File: config.mk
export PLATFORM = sky130hd
export DESIGN_NAME = signed_seg_display
export DESIGN_NICKNAME = d
export VERILOG_FILES = /design/src/rtl/seg_disp_pkg.sv /design/src/rtl/bcd_to_seg.sv /design/src/rtl/signed_seg_display.sv
export SDC_FILE = /design/constraint.sdc
export NUM_CORES = 1
export LEC_CHECK = 0
export CAP_MARGIN = 15
export CORE_MARGIN = 4
export CORE_UTILIZATION = 58
export DETAILED_ROUTE_END_ITERATION = 8
export PLACE_DENSITY = 0.75
export SETUP_SLACK_MARGIN = 0.2
export SYNTH_ARGS = -nofsm -noshare
export SYNTH_HDL_FRONTEND = slang
export SYNTH_SLANG_ARGS = --single-unit
File: constraint.sdc
create_clock -name clk -period 2.2 [get_ports clk]
set_clock_uncertainty 0.1 [all_clocks]
set_input_delay 0.44 -clock clk [delete_from_list [all_inputs] [get_ports clk]]
set_output_delay 0.44 -clock clk [all_outputs]
set_load 0.03 [all_outputs]
File: src/rtl/seg_disp_pkg.sv
// ============================================================================
// Module : seg_disp_pkg
// Brief  : Shared FSM encoding, glyph constants and double-dabble helper
// Rev    : 1.0  initial release
// ============================================================================
`default_nettype none

package seg_disp_pkg;

  typedef enum logic [1:0] {
    IDLE = 2'd0,
    CONV = 2'd1,
    DONE = 2'd2
  } state_t;

  localparam logic [6:0] SEG_BLANK = 7'b1111111;
  localparam logic [6:0] SEG_MINUS = 7'b0111111;

  // One double-dabble iteration per magnitude bit
  localparam int unsigned CONV_ITERS = 6;
  localparam int unsigned ITER_W     = 3;

  function automatic logic [3:0] dd_adjust(input logic [3:0] nib);
    return (nib >= 4'd5) ? (nib + 4'd3) : nib;
  endfunction

endpackage

`default_nettype wire

File: src/rtl/bcd_to_seg.sv
// ============================================================================
// Module : bcd_to_seg
// Brief  : Combinational BCD to active-low 7-segment glyph {g,f,e,d,c,b,a}
// Rev    : 1.0  initial release
// ============================================================================
`default_nettype none

module bcd_to_seg
  import seg_disp_pkg::*;
(
  input  logic [3:0] bcd,
  output logic [6:0] seg
);

  always_comb begin
    seg = SEG_BLANK;
    case (bcd)
      4'd0: seg = 7'b1000000;
      4'd1: seg = 7'b1111001;
      4'd2: seg = 7'b0100100;
      4'd3: seg = 7'b0110000;
      4'd4: seg = 7'b0011001;
      4'd5: seg = 7'b0010010;
      4'd6: seg = 7'b0000010;
      4'd7: seg = 7'b1111000;
      4'd8: seg = 7'b0000000;
      4'd9: seg = 7'b0010000;
      default: seg = SEG_BLANK;
    endcase
  end

endmodule

`default_nettype wire

File: src/rtl/signed_seg_display.sv
// ============================================================================
// Module : signed_seg_display
// Brief  : Signed 6-bit value to 4-digit multiplexed 7-segment display.
//          Optional macro LEADING_ZERO_BLANK_EN blanks a zero tens digit.
// Rev    : 1.0  initial release
// ============================================================================
`default_nettype none

module signed_seg_display
  import seg_disp_pkg::*;
#(
  parameter int REFRESH_W = 18
) (
  input  logic       clk,
  input  logic       rst_n,
  input  logic       in_valid,
  output logic       in_ready,
  input  logic [5:0] in_data,
  output logic [3:0] an,
  output logic [6:0] seg,
  output logic       dp
);

  state_t              state_q, state_d;
  logic [ITER_W-1:0]   iter_q, iter_d;
  logic [13:0]         shift_q, shift_d;
  logic                sign_q, sign_d;
  logic                disp_sign_q, disp_sign_d;
  logic [3:0]          disp_tens_q, disp_tens_d;
  logic [3:0]          disp_units_q, disp_units_d;
  logic [REFRESH_W-1:0] refresh_q, refresh_d;
  logic [3:0]          an_q, an_d;
  logic [6:0]          seg_q, seg_d;

  logic [5:0]  mag;
  logic [13:0] adj;
  logic [1:0]  digit_idx;
  logic [3:0]  sel_bcd;
  logic [6:0]  glyph;

  always_ff @(posedge clk or negedge rst_n) begin
    if (!rst_n) begin
      state_q      <= IDLE;
      iter_q       <= '0;
      shift_q      <= '0;
      sign_q       <= 1'b0;
      disp_sign_q  <= 1'b0;
      disp_tens_q  <= 4'd0;
      disp_units_q <= 4'd0;
      refresh_q    <= '0;
      an_q         <= 4'b1111;
      seg_q        <= SEG_BLANK;
    end else begin
      state_q      <= state_d;
      iter_q       <= iter_d;
      shift_q      <= shift_d;
      sign_q       <= sign_d;
      disp_sign_q  <= disp_sign_d;
      disp_tens_q  <= disp_tens_d;
      disp_units_q <= disp_units_d;
      refresh_q    <= refresh_d;
      an_q         <= an_d;
      seg_q        <= seg_d;
    end
  end

  // Conversion FSM: display registers only change in DONE
  always_comb begin
    state_d      = state_q;
    iter_d       = iter_q;
    shift_d      = shift_q;
    sign_d       = sign_q;
    disp_sign_d  = disp_sign_q;
    disp_tens_d  = disp_tens_q;
    disp_units_d = disp_units_q;
    mag          = in_data[5] ? (~in_data + 6'd1) : in_data;
    adj          = {dd_adjust(shift_q[13:10]), dd_adjust(shift_q[9:6]), shift_q[5:0]};

    case (state_q)
      IDLE: begin
        if (in_valid) begin
          sign_d  = in_data[5];
          shift_d = {8'd0, mag};
          iter_d  = '0;
          state_d = CONV;
        end
      end
      CONV: begin
        shift_d = {adj[12:0], 1'b0};
        iter_d  = iter_q + 1'b1;
        if (iter_q == ITER_W'(CONV_ITERS - 1)) begin
          state_d = DONE;
        end
      end
      DONE: begin
        disp_sign_d  = sign_q;
        disp_tens_d  = shift_q[13:10];
        disp_units_d = shift_q[9:6];
        state_d      = IDLE;
      end
      default: state_d = IDLE;
    endcase
  end

  assign digit_idx = refresh_q[REFRESH_W-1 -: 2];
  assign sel_bcd   = (digit_idx == 2'd0) ? disp_units_q : disp_tens_q;

  bcd_to_seg u_bcd_to_seg (
    .bcd (sel_bcd),
    .seg (glyph)
  );

  always_comb begin
    refresh_d = refresh_q + REFRESH_W'(1);
    an_d      = ~(4'b0001 << digit_idx);
    seg_d     = SEG_BLANK;
    case (digit_idx)
      2'd0: seg_d = glyph;
      2'd1: begin
`ifdef LEADING_ZERO_BLANK_EN
        seg_d = (disp_tens_q == 4'd0) ? SEG_BLANK : glyph;
`else
        seg_d = glyph;
`endif
      end
      2'd2: seg_d = SEG_BLANK;
      2'd3: seg_d = disp_sign_q ? SEG_MINUS : SEG_BLANK;
      default: seg_d = SEG_BLANK;
    endcase
  end

  assign in_ready = (state_q == IDLE);
  assign an       = an_q;
  assign seg      = seg_q;
  assign dp       = 1'b1;

endmodule

`default_nettype wire

==> results of run 1 <==
[area by class of cell]
class	count	area share, %
Clock buffer	12	4.574
Multi-Input combinational cell	175	37.11
Sequential cell	58	43.19
Timing Repair Buffer	32	8.410
Tap cell	67	2.471
Inverter	18	2.066
Clock inverter	4	2.176
[what timing repair did]
action                                  4_1_cts  5_1_grt
buffers inserted                              0        2
endpoints found under the hold margin         5        0
endpoints found under the setup margin       12        5
gates resized for setup                      12        1
hold buffers                                  1        0
[logic make-up (layout without fill, tap and decap cells)]
kind of cell | Yosys count | after routing | share of synthesized area, %
simple gates | 71 | 71 | 12.77
compound gates | 50 | 50 | 11.09
fa+ha+maj | 13 | 13 | 5.745
flops | 58 | 58 | 51.75
buf+inv | 25 | 66 | 4.110
xor+xnor | 22 | 22 | 6.805
other cells | 1 | 1 | 0.1324
mux | 18 | 18 | 7.600
[final timing paths]
kind	from	endpoint	slack [ns]	cells past startpoint
worst max-delay path	state_q[1]	in_ready	0.32	2
worst min-delay path	disp_sign_q	seg[6]	0.37	1
worst max register to register	refresh_q[17]	seg[5]	0.34	8
worst min register to register	disp_sign_q	seg[6]	0.37	1
max in group asynchronous	rst_n	shift_q[4]	0.96	3
min in group asynchronous	rst_n	refresh_q[13]	0.46	2
[sequential cells by signal, indices dropped and copies added (netlist names)]
name and flops:
an 4, disp_sign_q 1, disp_tens_q 4, disp_units_q 4, iter_q 3, refresh_q 18, seg 7, shift_q 14
sign_q 1, state_q 2
[metrics by stage]
step	hold slack (ns)	cell area (µm²)
2_1_floorplan	0.04441	2831
3_3_place_gp	0.2928	3144
3_5_place_dp	0.2899	3144
4_1_cts	0.3632	3368
5_1_grt	0.3732	3392
6_report	0.3663	3392
[worst register-to-register path: cells and delay by family, from the launching register on]
| family | cells | cell delay, ns |
|---|---|---|
| DFF | 1 | 0.41 |
| AOI/OAI and AO/OA | 2 | 0.39 |
| buffers and inverters | 3 | 0.24 |
| muxes | 1 | 0.24 |
| and+or+nand+nor | 1 | 0.21 |
| adders and majority gates | 1 | 0.21 |
[cell usage in the layout, fill, tap and decap left out, types with 2 or more instances in the layout]
cell type / synthesis / layout
o22ai_1: 2 / 2
nand2b_1: 5 / 5
mux2_2: 10 / 10
o21ai_0: 17 / 17
nor2_1: 9 / 9
buf_4: 1 / 10
nor2b_1: 3 / 3
nand3_1: 7 / 7
nor3_1: 3 / 3
ha_1: 13 / 13
a31oi_1: 6 / 6
xnor2_1: 16 / 16
inv_1: 17 / 17
clkbuf_8: 0 / 11
bufinv_16: 0 / 2
nor4_1: 3 / 3
a22o_1: 2 / 2
a21oi_1: 10 / 10
and3_1: 3 / 3
dfstp_2: 11 / 11
mux2i_1: 4 / 4
a221oi_1: 2 / 2
nor3b_1: 4 / 4
a311o_1: 2 / 2
nand2_1: 25 / 25
xor2_1: 6 / 6
nand4_1: 5 / 5
mux2i_4: 1 / 2
dlygate4sd2_1: 0 / 12
clkdlybuf4s50_1: 0 / 7
dfrtp_1: 47 / 47
o211ai_1: 2 / 2
[power groups by stage]
stage	logic [mW]	clock network [mW]	registers, mW
final	1.34	1.11	1.60
after CTS	1.33	1.12	1.60
after global routing	1.52	1.19	1.65
after floorplan	0.908	0	1.65
after detailed placement	1.36	0	1.62
after global placement	1.32	0	1.61
[routing by layer]
layer	vias to the layer above	share of wire, %	global-route usage (%)
li1	971	-	-
met1	945	47	23.96
met2	33	47	28.94
met3	14	3.7	4.872
met4	0	2.2	9.431
met5	-	0	0
==> metrics.txt, run 1 <==
Core ar. between 4000 and 5000 µm²; clock power share 27.4%; crit path capture type output pin; fin crit share 85.39%; Post-synth top flop dfrtp_1; most common cell in the synthesized netlist dfrtp_1; worst min-delay path category flip-flop to flip-flop; Port Buffer Count 20; ANT cells 0; Avg Inst Size Synth between 10 and 15 µm²; starting DRC count in detailed routing roughly 100; full die area about 6000 µm²; critical path cell sequence nor2_1 -> dlygate4sd2_1; fin. max-slew vios 0; largest net degree at the start of global routing 25; io pins 22; Crit Path Max Fanout 9; Die X ~78 µm; Power Internal between 2 and 3 mW; # fillers between 300 and 400; DRT Pass-1 Iters 4; H-tree depth 3; Post-Route Setup TNS 0 ns; Clock Latency Late Sink 0.34 ns; CP top delay family flip-flops; post-synth top area share approximately 42%; layout net count around 320; WL/cell between 10 and 15 µm; startpoint types flip-flop; initial antenna violation count 0; GRT Total Usage 18.61%; dpl hpwl ~3500 µm; unrepaired setup endpoints after global routing no; Worst Path Buf+Inv 1; clock buffer depth 2; Vias around 2.0k; dominant cells by area after synthesis dfrtp_1 (42%), dfstp_2 (10%), ha_1 (5.7%); combinational group share of total power 33.1%; final setup fails 0; ratio of cells with drive above 1 in the final layout 18.39%; Mapped Area 2831 µm²; Root Driver clkbuf_8; pre-CTS setup slack 0.2284 ns; area of the multi-input gates about 1300 µm²; leakage ~1.5 nW; final core occ just over 70%; Worst path max stage delay around 0.48 ns; Setup CP Type flip-flop to output pin; Pwr Total 4.050 mW; WP data arrival ~1.3 ns; Rel. slew slack around three fifths; Reg clk slew, reported paths 0.07 ns; Net Sw Frac 33.69%; drt total wl a little under 5000 µm; total of max-cap violations 0; Row Count 25; CTS tree built; Die Ht slightly below 80 µm; Post-Syn Nets 280; crit path time final 1.879 ns; Async SR Flop Fraction 100.0%; Fin. Hold Viols 0; Routed Antenna Nets 0; total global routing overflow 0; Post-synth top cells dfrtp_1 (47), nand2_1 (25), inv_1 (17), o21ai_0 (17), xnor2_1 (16); area leader, netlist dfrtp_1; Worst path slowest cell dfrtp_1; first-pass GRT wire length between 8000 and 9000 µm; post-DR vias/cell around 5.4; Synth Warn # 0; status completed; #FFs+latches synth between 50 and 60; Seq/Total Area, Yosys around 52%; Layout area overhead 19.80%; Final WS setup 0.3213 ns; Critical Path RT ~1.7 ns; Post-Place Cells roughly 350; DRC Markers 0; area taken by flip-flops and latches 1465 µm²; Peak Freq 0.5323 GHz; Sw Pwr approximately 1.4 mW; Synth cell types 47; CTS Buf Count 9; Non-Filler Instances ~370; vias in the first global route 1,924; cells after synthesis between 200 and 300; # clock sinks 58; power density over cell area 1194 nW/µm²; Reg power frac between 30% and 40%; number of enable flip-flop cells after synthesis 0; VDD IR max approximately 0.80 mV; Initial Utilization between 50% and 60%; Worst-Margin Slew roughly 0.56 ns; Final GP Congestion 0.8376
(Power assumes the default switching activity.)
==> run 2, diff against run 1 <==
PLACE_DENSITY = 0.8   (was 0.75)
==> run 2 against run 1 <==
Critical path depth grew 3. Clock power grew 4%. Final cell count shrank 0.27%. Wire length grew 5.0%. Via count grew 2.5%. Register-to-register slack lost 0.04 ns. Die area is the same. Utilization grew 0.053 points. Critical endpoint is now seg[5]. Largest cell class unchanged. Largest power group unchanged. Highest routed layer unchanged.
==> metrics.txt, run 2 (synthesized netlist as in run 1, its figures left out) <==
post-DR vias/cell 5.515; Min Hold Slack between 0.3 and 0.4 ns; Peak Freq approximately 0.53 GHz; Die Ht a little under 80 µm; Reg clk slew, reported paths 0.07 ns; total of max-cap violations 0; WL/cell 14.08 µm; WP data arrival 2.06 ns; Vias between 2k and 2.5k; Worst-Margin Slew around 0.54 ns; clock buffer depth 2; VDD IR max ~0.58 mV; unrepaired setup endpoints after global routing yes; Core ar. 4723 µm²; io pins 22; final setup fails 0; CTS tree built; crit path capture type flip-flop; DRT Pass-1 Iters 4; Fin. Hold Viols 0; power density over cell area ~1200 nW/µm²; Top reg by flops refresh_q; drt total wl 5138 µm; leakage between 1.5 and 2 nW; fin crit share 86.45%; Rel. slew slack around 63%; gr busiest metal met2; Crit Path Max Fanout 6; Initial Utilization between 50% and 60%; first-pass GRT wire length around 9100 µm; layout net count 315; most frequent cells in the layout dfrtp_1 (47), nand2_1 (25), inv_1 (17), o21ai_0 (17), xnor2_1 (16); max reg flops 18; Routed Antenna Nets 0; ANT cells 0; startpoint types flip-flop; Critical Path RT ~2.4 ns; Post-Route Setup TNS 0 ns; Row Count 25; Worst path max stage delay 0.48 ns; global-route met2 utilization approximately 31%; CTS Buf Count 9; critical path cell sequence nor2_4 -> buf_4 -> mux2i_1 -> nand2_1 -> a311o_1; H-tree depth 3; fin. max-slew vios 0; full die area ~6100 µm²; dpl hpwl between 3000 and 4000 µm; crit path time final 1.902 ns; # clock sinks 58; DRC Markers 0; GR Layer Usage met3 about 3.8%; worst min-delay path category flip-flop to flip-flop; Final GP Congestion about 0.84; vias in the first global route about 2.0k; Port Buffer Count 20; status completed; total global routing overflow 0; initial antenna violation count 0; Pwr Total about 4 mW; ratio of cells with drive above 1 in the final layout between 10% and 20%; # fillers between 300 and 400; commonest non-fill, non-tap cell in the layout dfrtp_1; Layout area overhead 19.89%; Setup CP Type flip-flop to flip-flop; Die X between 70 and 80 µm; largest net degree at the start of global routing 41; starting DRC count in detailed routing between 50 and 60; GRT Total Usage about 19%; Clock Latency Late Sink 0.33 ns; Root Driver clkbuf_8; M1 GR Usage between 20% and 30%; final core occ a little under three quarters; Worst path slowest cell mux2i_1
run 2: cell count changes in the layout (fill, tap and decap cells not counted):
cell | previous run | this run
buf_4 | 10 | 9
clkbuf_1 | 1 | 0
clkbuf_8 | 11 | 12
clkdlybuf4s15_1 | 0 | 1
clkinv_4 | 1 | 0
clkinvlp_4 | 0 | 1
dlygate4sd2_1 | 12 | 11
run 2: area by class of cell:
type	instances	area [µm²]	share of cell area [%]
sequential	58	1465	43.16
multi-input combinational	175	1259	37.08
timing repair buffer	31	279.0	8.220
clock buffer	12	165.2	4.865
tap	67	83.83	2.470
clock inverter	4	72.57	2.138
inverter	18	70.07	2.064
run 2: layer usage:
metal  vias up  wire length, µm
met1       995             2341
li1        970                -
met3        13              153
met5         -                0
met4         0              132
met2        35             2510
run 2: worst max-delay path: cells and delay by family (launching register included):
| family | cells | cell delay [ns] |
|---|---|---|
| flops | 1 | 0.41 |
| simple gates | 2 | 0.32 |
| compound gates | 1 | 0.36 |
| buf+inv | 1 | 0.15 |
| mux | 1 | 0.48 |
run 2: timing repair:
item,in CTS,in global routing
cloned,0,0
pin swaps,0,1
hold endpoints to repair,7,0
buffers inserted,0,3
hold buffers,1,0
setup endpoints to repair,14,3
gates resized for setup,13,1
run 2: worst paths after layout:
| path | start | endpoint | slack, ns | cells after the start |
|---|---|---|---|---|
| setup / recovery | refresh_q[16] | seg[5] | 0.30 | 5 |
| hold / removal | refresh_q[0] | refresh_q[0] | 0.37 | 1 |
| setup reg to reg | refresh_q[16] | seg[5] | 0.30 | 5 |
| hold reg to reg | refresh_q[0] | refresh_q[0] | 0.37 | 1 |
| max in group asynchronous | rst_n | refresh_q[0] | 0.97 | 3 |
| min in group asynchronous | rst_n | refresh_q[13] | 0.49 | 2 |
run 2: report_power, final:
group / switching (mW) / total (mW) / internal, mW
logic: 0.725 / 1.32 / 0.600
registers: 0.248 / 1.62 / 1.38
clock network: 0.419 / 1.15 / 0.728
run 2: metrics by stage:
stage | worst slack (ns) | instance area [µm²] | std cells
3_3_place_gp | 0.3008 | 3129 | 345
5_1_grt | 0.1650 | 3395 | 365
2_1_floorplan | 0.2829 | 2831 | 258
4_1_cts | 0.2634 | 3371 | 362
6_report | 0.2981 | 3395 | 365
3_5_place_dp | 0.2114 | 3129 | 345
==> run 3, diff against run 2 <==
ABC_AREA = 1   (was default)
==> run 3 against run 2 <==
Worst setup slack better by 0.037 ns. Non-clock buffer count down 7. Clock power down 14%. Wire length down 7.8%. Sequential share of layout area up 0.92 points. Area after synthesis up 0.35%. First-iteration DRC count up 24%. Register-to-register slack better by 0.04 ns. Combinational power up 6%. Total power down 3.8%. Sequential power down 4%. Via count up 3.5%. Critical endpoint is now seg[6].
==> metrics.txt, run 3 <==
Seq/Total Area, Yosys around 52%; total global routing overflow 0; total of max-cap violations 0; Die X ~78 µm; Top reg by flops refresh_q; DRC Markers 0; Synth Warn # 0; Final WS setup around 0.33 ns; crit path time final approximately 1.9 ns; status completed; Post-Route Setup TNS 0 ns; most common cell in the synthesized netlist nand2_1; initial antenna violation count 0; Clock Latency Late Sink around 0.34 ns; Synth cell types 32; commonest non-fill, non-tap cell in the layout nand2_1; area leader, netlist dfrtp_1; Row Count 25; Core ar. 4723 µm²; Async SR Flop Fraction 100.0%; Crit Path Max Fanout 7; pre-CTS setup slack roughly 0.31 ns; Final GP Congestion between 0.8 and 0.9; Port Buffer Count 20; Avg Inst Size Synth 8.935 µm²; unrepaired setup endpoints after global routing no; Critical Path RT 2.36 ns; # clock sinks 58; full die area around 6100 µm²; final setup fails 0; Vias 2,084; startpoint types flip-flop; fin crit share 84.78%; Die Ht around 78 µm; first-pass GRT wire length just under 9000 µm; ANT cells 0; Setup CP Type flip-flop to flip-flop; WP data arrival around 2.0 ns; Reg clk slew, reported paths approximately 0.070 ns; largest net degree at the start of global routing 59; vias in the first global route just over 2k; DRT Pass-1 Iters 4; Mapped Area between 2000 and 3000 µm²; layout net count between 300 and 400; starting DRC count in detailed routing between 60 and 70; CTS Buf Count 9; io pins 22; ratio of cells with drive above 1 in the final layout 16.43%; CTS Hold Bufs 0; register-to-register setup slack 0.33 ns; Routed Antenna Nets 0; Layout area overhead 17.17%; most frequent cells in the layout nand2_1 (72), dfrtp_1 (45), inv_1 (35); CTS tree built; leakage roughly 1.6 nW; Peak Freq approximately 0.54 GHz; clock buffer depth 2; GRT Total Usage a little under a fifth; #FFs+latches synth 58; dominant cells by area after synthesis dfrtp_1 (41%), dfstp_2 (10%), nand2_1 (9.5%); Post-Syn Nets between 300 and 400; fin. max-slew vios 0; Initial Utilization roughly 60%; post-DR vias/cell ~5.0; H-tree depth 3; post-synth top area share around 41%; Post-synth top flop dfrtp_1; crit path capture type flip-flop; worst min-delay path category input port to async pin; number of enable flip-flop cells after synthesis 0; power density over cell area roughly 1200 nW/µm²; Fin. Hold Viols 0; VDD IR max between 0.7 and 0.8 mV; max reg flops 18; cells after synthesis roughly 320; Root Driver clkbuf_8; WL/cell between 10 and 15 µm; Post-synth top cells nand2_1 (72), dfrtp_1 (47), inv_1 (36), nor2_1 (28); dpl hpwl between 3000 and 4000 µm; drt total wl roughly 4700 µm
run 3: area by class of cell:
cell class              instances  area, µm²
flip-flops and latches         58       1468
clock buffers                  11      151.4
clock inverters                 5      52.55
fillers                       361       1394
multi-input cells             214       1197
repair buffers                 24      222.7
well taps                      67      83.83
inverters                      41      153.9
run 3: per-stage QoR:
stage	hold WS [ns]	total power, mW	utilization, %	area (µm²)	cells
after global routing	0.02127	4.281	70.49	3329	420
after global placement	0.3602	2.970	66.28	3131	403
after floorplan	0.04441	2.613	-	2841	318
after CTS	0.002488	3.972	70.28	3319	419
final	0.003042	3.940	70.49	3329	420
after detailed placement	0.3651	3.015	66.28	3131	403
run 3: final timing paths:
| path | from | cells past startpoint | to |
|---|---|---|---|
| worst max-delay path | refresh_q[17] | 12 | seg[6] |
| worst min register to register | refresh_q[14] | 1 | refresh_q[14] |
| worst max register to register | refresh_q[17] | 12 | seg[6] |
| max in group asynchronous | rst_n | 2 | an[1] |
| min in group clk | refresh_q[14] | 1 | refresh_q[14] |
| worst min-delay path | rst_n | 2 | disp_sign_q |
run 3: cells by family (layout without fill, tap and decap cells):
group | Yosys count | count (layout) | synth area share [%]
AO/OA/AOI/OAI | 40 | 40 | 8.323
XOR/XNOR | 18 | 18 | 5.548
adder cells (fa/ha/maj) | 13 | 13 | 5.724
buffers and inverters | 46 | 81 | 6.297
flip-flops | 58 | 58 | 51.56
other | 1 | 1 | 0.1320
AND/OR/NAND/NOR | 142 | 142 | 22.41
run 3: worst max-delay path, stage by stage (launching register included):
cell     delay [ns]
dfrtp_2        0.46
inv_2          0.12
nand2_4        0.07
or2_1          0.22
o21ai_2        0.11
inv_1          0.10
ha_1           0.20
inv_1          0.05
nand3_1        0.09
nand2_1        0.07
nor2_1         0.04
nor2_1         0.10
nor2_1         0.05
run 3: timing repair:
item | CTS | global route
hold endpoints to repair | 0 | 0
gates resized for setup | 12 | 3
setup buffers | 0 | 1
endpoints found under the setup margin | 12 | 1
cloned | 0 | 0
run 3: metal layers:
metal | GRT usage [%] | routed length (µm)
met5 | 0 | 0
met4 | 9.965 | 102
met3 | 4.060 | 197
met2 | 31.16 | 2242
met1 | 22.00 | 2194
run 3: report_power, final:
part           total [mW]  switching [mW]  internal (mW)
Sequential           1.55           0.153           1.40
Combinational        1.40           0.894          0.507
Clock               0.990           0.412          0.578
Total                3.94            1.46           2.48
